--- src/rtl/flash_pkg.sv ---
// -----------------------------------------------------------------------------
// flash_pkg
// Shared definitions for the flash read arbiter: FSM state encoding, the
// default byte timeout, and the burst length decoding helper.
// -----------------------------------------------------------------------------
package flash_pkg;

    typedef enum logic [1:0] {
        ST_IDLE  = 2'd0,
        ST_ISSUE = 2'd1,
        ST_WAIT  = 2'd2
    } state_t;

    // Cycles allowed between rd_read and rd_ready before a byte is failed.
    localparam int TIMEOUT_DEF = 64;

    localparam int LEN_W = 8;
    // One extra bit so a full 256-byte burst is representable.
    localparam int CNT_W = LEN_W + 1;

    // A length field of zero encodes the maximum burst of 256 bytes.
    function automatic logic [CNT_W-1:0] burst_count(input logic [LEN_W-1:0] len);
        return (len == '0) ? CNT_W'(256) : {1'b0, len};
    endfunction

endpackage

--- src/rtl/rr_arb2.sv ---
// -----------------------------------------------------------------------------
// rr_arb2
// Two-requester round-robin selector. The requester that was served last
// loses a tie; a lone requester always wins.
//
// Ports:
//   req   [1:0]  in   request vector
//   last         in   index of the requester served most recently
//   grant [1:0]  out  one-hot (or zero) grant
// -----------------------------------------------------------------------------
module rr_arb2 (
    input  logic [1:0] req,
    input  logic       last,
    output logic [1:0] grant
);

    always_comb begin
        grant    = 2'b00;
        grant[0] = req[0] & (~req[1] | last);
        grant[1] = req[1] & (~req[0] | ~last);
    end

endmodule

--- src/rtl/flash_read_arbiter.sv ---
// -----------------------------------------------------------------------------
// flash_read_arbiter
// Arbitrates two burst requesters onto a single byte-wide flash reader.
// A granted burst is broken into single-byte reader transactions
// (rd_read -> rd_ready); each returned byte is forwarded on rdata/rvalid.
// A burst ends with done (length exhausted or requester withdrew) or with
// err (reader did not answer within TIMEOUT cycles).
//
// Ports:
//   clk, rstn            clock, asynchronous active-low reset
//   req0/req1            burst requests, held until done/err
//   addr0/addr1          burst start byte address, sampled at grant
//   len0/len1            burst byte count, sampled at grant (0 = 256)
//   gnt0/gnt1            current owner of the reader (one-hot or zero)
//   rvalid, rdata        one-cycle byte strobe and data for the owner
//   done, err            one-cycle end-of-burst strobes
//   rd_read, rd_addr     one-cycle start pulse and address to the reader
//   rd_ready, rd_data    reader completion strobe and byte
// -----------------------------------------------------------------------------
module flash_read_arbiter
    import flash_pkg::*;
#(
    parameter int TIMEOUT = TIMEOUT_DEF,
    parameter int ADDR_W  = 24
) (
    input  logic              clk,
    input  logic              rstn,
    input  logic              req0,
    input  logic              req1,
    input  logic [ADDR_W-1:0] addr0,
    input  logic [ADDR_W-1:0] addr1,
    input  logic [LEN_W-1:0]  len0,
    input  logic [LEN_W-1:0]  len1,
    output logic              gnt0,
    output logic              gnt1,
    output logic              rvalid,
    output logic [7:0]        rdata,
    output logic              done,
    output logic              err,
    output logic              rd_read,
    output logic [ADDR_W-1:0] rd_addr,
    input  logic              rd_ready,
    input  logic [7:0]        rd_data
);

    // Counter is cleared in the rd_read cycle and reads 0 in the first WAIT
    // cycle, so TIMEOUT-2 is the last WAIT cycle that may still see rd_ready;
    // err then appears exactly TIMEOUT cycles after rd_read.
    localparam int TCW = (TIMEOUT > 2) ? $clog2(TIMEOUT) : 1;
    localparam logic [TCW-1:0] TO_LAST = TCW'(TIMEOUT - 2);

    state_t            state;
    logic [ADDR_W-1:0] cur_addr;
    logic [CNT_W-1:0]  remaining;
    logic [TCW-1:0]    tcnt;
    logic              byte_pend;
    logic              last_srv;
    logic [1:0]        grant;
    logic              req_g;
    logic [ADDR_W-1:0] sel_addr;
    logic [LEN_W-1:0]  sel_len;

    rr_arb2 u_rr_arb2 (
        .req   ({req1, req0}),
        .last  (last_srv),
        .grant (grant)
    );

    assign sel_addr = grant[1] ? addr1 : addr0;
    assign sel_len  = grant[1] ? len1  : len0;
    assign req_g    = gnt1 ? req1 : req0;

    always_ff @(posedge clk or negedge rstn) begin
        if (!rstn) begin
            state     <= ST_IDLE;
            gnt0      <= 1'b0;
            gnt1      <= 1'b0;
            rvalid    <= 1'b0;
            rdata     <= '0;
            done      <= 1'b0;
            err       <= 1'b0;
            rd_read   <= 1'b0;
            rd_addr   <= '0;
            cur_addr  <= '0;
            remaining <= '0;
            tcnt      <= '0;
            byte_pend <= 1'b0;
            // Pretend requester 1 was served last so requester 0 wins first.
            last_srv  <= 1'b1;
        end else begin
            rvalid  <= 1'b0;
            done    <= 1'b0;
            err     <= 1'b0;
            rd_read <= 1'b0;

            case (state)
                ST_IDLE: begin
                    if (grant != 2'b00) begin
                        gnt0      <= grant[0];
                        gnt1      <= grant[1];
                        cur_addr  <= sel_addr;
                        remaining <= burst_count(sel_len);
                        // rd_read is raised on ISSUE entry so the pulse
                        // coincides with the ISSUE cycle itself.
                        rd_addr   <= sel_addr;
                        rd_read   <= 1'b1;
                        state     <= ST_ISSUE;
                    end
                end

                ST_ISSUE: begin
                    tcnt      <= '0;
                    byte_pend <= 1'b0;
                    state     <= ST_WAIT;
                end

                ST_WAIT: begin
                    if (byte_pend) begin
                        // Byte already delivered last cycle; decide whether
                        // the burst continues.
                        byte_pend <= 1'b0;
                        if (remaining == '0 || !req_g) begin
                            done     <= 1'b1;
                            gnt0     <= 1'b0;
                            gnt1     <= 1'b0;
                            last_srv <= gnt1;
                            state    <= ST_IDLE;
                        end else begin
                            rd_addr <= cur_addr;
                            rd_read <= 1'b1;
                            state   <= ST_ISSUE;
                        end
                    end else if (rd_ready) begin
                        rdata     <= rd_data;
                        rvalid    <= 1'b1;
                        remaining <= remaining - CNT_W'(1);
                        cur_addr  <= cur_addr + ADDR_W'(1);
                        byte_pend <= 1'b1;
                    end else if (tcnt == TO_LAST) begin
                        err      <= 1'b1;
                        gnt0     <= 1'b0;
                        gnt1     <= 1'b0;
                        last_srv <= gnt1;
                        state    <= ST_IDLE;
                    end else begin
                        tcnt <= tcnt + TCW'(1);
                    end
                end

                default: state <= ST_IDLE;
            endcase
        end
    end

endmodule

--- config.mk ---
export PLATFORM = sky130hd
export DESIGN_NAME = flash_read_arbiter
export DESIGN_NICKNAME = d
export VERILOG_FILES = /design/src/rtl/flash_pkg.sv /design/src/rtl/rr_arb2.sv /design/src/rtl/flash_read_arbiter.sv
export SDC_FILE = /design/constraint.sdc
export NUM_CORES = 1
export LEC_CHECK = 0
export BUFFER_PORTS_ARGS = -buffer_cell sky130_fd_sc_hd__buf_4
export CORE_MARGIN = 4
export CORE_UTILIZATION = 58
export DETAILED_ROUTE_END_ITERATION = 16
export GPL_TIMING_DRIVEN = 0
export MAX_ROUTING_LAYER = met4
export PLACE_DENSITY = 0.86
export SYNTH_ARGS = -nofsm -noshare
export SYNTH_HDL_FRONTEND = slang
export SYNTH_SLANG_ARGS = --single-unit
--- constraint.sdc ---
create_clock -name clk -period 6.9 [get_ports clk]
set_input_delay 2.07 -clock clk [delete_from_list [all_inputs] [get_ports clk]]
set_output_delay 2.07 -clock clk [all_outputs]
set_load 0.05 [all_outputs]
==> results.cfg <==
[run_status]
status = finished clean

[power_and_ir_drop]
max-vdd-ir-drop_uv = 333
p_leak_nw = 2.68
p_per_area_nw_per_um2 = 508
fin_total_pwr_mw = 2.99

[timing]
finalHoldViolCount = 0
min_period_over_period_pct = 53.6
max_freq_mhz = 270
grt_setup_unrepaired = false
clock_skew_ns = 0.00758
relSlewSlack_pct = 30.7
finalSetupViolations = 0
tns_ns = 0
worstMarginPinSlew_ns = 1.04
fin_crit_ns = 3.70
maxSlewViolCount = 0

[cts]
clk_pin_slew_ns = 0.09
post_cts_buffers = 0
clk_path_buf_depth = 2
cts-hold-fix-buffers = 0
cts_num_sinks = 81
cts-resized-gates = 0
htreeDepth = 3
clk_latency_ns = 0.36
cts_buffers = 9
cts_tree = done
cts-root-buf = clkbuf_8

[finish]
diodes = 0
layout-drive-gt1-share_pct = 29.9
nets = 699
areaGrowthSynthToFinish_pct = 24.6

[yosys]
synth.net_count = 574
synth-main-ff-cell = dfrtp_1
synth.ff_latch_count = 81
synth_area_leader_cell = dfrtp_1
synth.top_cell.area_share_pct = 42.4
synth_edf_count = 0
synth_area_um2 = 4720
postSynth.asyncResetShare_pct = 100
synthTopCellsByCount = 80 x dfrtp_1, 55 x nor2_1, 36 x a21oi_1
synth_cell_types = 58
syn_area_per_cell_um2 = 9.66
yosysSeqAreaShare_pct = 42.9
synth_cells = 489
yosys-top-cells-area = dfrtp_1 42%, mux2i_1 7.2%, mux2_2 5.0%, mux2_4 4.5%, nor2_1 4.4%
ys_warn_count = 0
yosys.cell_count.top_type = dfrtp_1

[critical_path]
crit_slowest_cell = clkbuf_1
cp-start-kind = primary input
r2r_setup_slack_ns = 4.29
path_cells = buf_4 -> nor2b_1 -> o211a_1 -> clkbuf_1 -> clkbuf_1 -> nor2_1 -> a221oi_1
end_kind = flip-flop
slowest_delay_ns = 0.48
worstReg2RegStart = state[0]
crit_top_cell = clkbuf_1
path_class = primary input to flip-flop
worst-path-buf-inv = 3
startpoint = rd_ready
crit_family = buffers and inverters
arrival_ns = 3.95
crit_required_ns = 7.15
crit_fanout = 10

[floorplanning]
dieArea_um2 = 9650
start_util_pct = 60.5
die_x_um = 98.2
io_pins = 115
num_rows = 32
fp.dieH_um = 98.2
core_area_um2 = 7810

[global_route]
met3_usage_pct = 5.21
overflow = 0
grt_pass1_vias = 4508
met1_usage_pct = 37.5
met2_usage_pct = 48.1
grt_max_degree = 82
grt_pass1_wl_mm = 22.2
top_usage_layer = met2
antenna_found_initial = 0
grt_util_all_layers_pct = 29.4

[worst_hold_path]
hold_start = tcnt[4]
min_path_type = flip-flop to flip-flop

[drt]
final_antenna_net_count = 0
drt_iter0_drc = 381
totalWireLength_mm = 13.7
vias_per_cell = 6.16
drc = 0
vias = 4443
wl_per_cell_um = 19.1
firstDrtPassIters = 5

[place]
port_buffers = 114
gp_congestion = 0.959
dpl.hpwl_mm = 10.1

[run]
cap_violations = 0
per-layer routing:
| layer | wire, um | vias to the layer above |
|---|---|---|
| met5 | 0 | - |
| met4 | 221 | 0 |
| met3 | 1170 | 25 |
| met2 | 6750 | 210 |
| met1 | 5610 | 2151 |
| li1 | - | 2057 |
sequential cells by signal, indices dropped and copies added (netlist names):
signal / flops
cur_addr: 24
rd_addr: 24
remaining: 9
rdata: 8
tcnt: 6
state: 2
byte_pend: 1
done: 1
err: 1
gnt0: 1
gnt1: 1
last_srv: 1
rd_read: 1
rvalid: 1
layout make-up:
type / instances / area [um2]
Buffer: 29 / 136
Clock inverter: 7 / 53.8
Clock buffer: 9 / 124
Inverter: 8 / 30.0
Sequential cell: 81 / 2030
Tap cell: 102 / 128
Timing Repair Buffer: 114 / 856
Fill cell: 589 / 1920
Multi-Input combinational cell: 371 / 2530
through the flow:
stage	cell area (um2)	cells	setup WS [ns]	utilization, %	hold WS [ns]
after floorplan	4720	489	3.32	-	0.450
after global placement	5710	705	2.90	73.1	0.477
after detailed placement	5710	705	2.86	73.1	0.489
after CTS	5880	721	3.22	75.4	0.512
after global routing	5880	721	3.05	75.4	0.529
final	5880	721	3.20	75.4	0.500
cell usage in the layout (no fill, tap or decap), drive strengths merged, types with 3 or more instances in the layout:
cell and count:
o211ai 3, a31oi 3, a211oi 5, and3 5, nor4 3, a221oi 14
o21ai 31, mux2 35, buf 125, nor3b 3, nor2b 7, nor2 55
clkbuf 27, a41o 3, nor3 10, and2 3, o21a 5, nand4 10
a21oi 36, o22ai 4, dfrtp 80, clkinvlp 3, nand3 32, nand2 32
ha 8, inv 11, mux2i 34
worst paths after layout:
| path | endpoint | cells after the start |
|---|---|---|
| min in group asynchronous | remaining[4] | 1 |
| max in group asynchronous | rd_addr[16] | 1 |
| setup reg to reg | remaining[7] | 8 |
| hold / removal | tcnt[4] | 1 |
| hold reg to reg | tcnt[4] | 1 |
| setup / recovery | remaining[7] | 7 |
power breakdown:
part	internal [mW]	total, mW	switching, mW	leakage, nW
Sequential	0.698	0.902	0.205	0.952
Clock	0.134	0.326	0.193	0.0827
Combinational	0.659	1.76	1.10	1.65
Total	1.49	2.99	1.50	2.68
cell families (layout without fill, tap and decap cells):
logic type	count (synthesis)	count (layout)	synth area share (%)
mux	69	69	16.7
simple gates	168	168	17.0
buf+inv	37	167	3.52
compound gates	125	125	17.6
fa+ha+maj	8	8	2.12
flops	81	81	42.9
xor+xnor	1	1	0.185
Note: power is estimated with default switching activity, not from simulation.
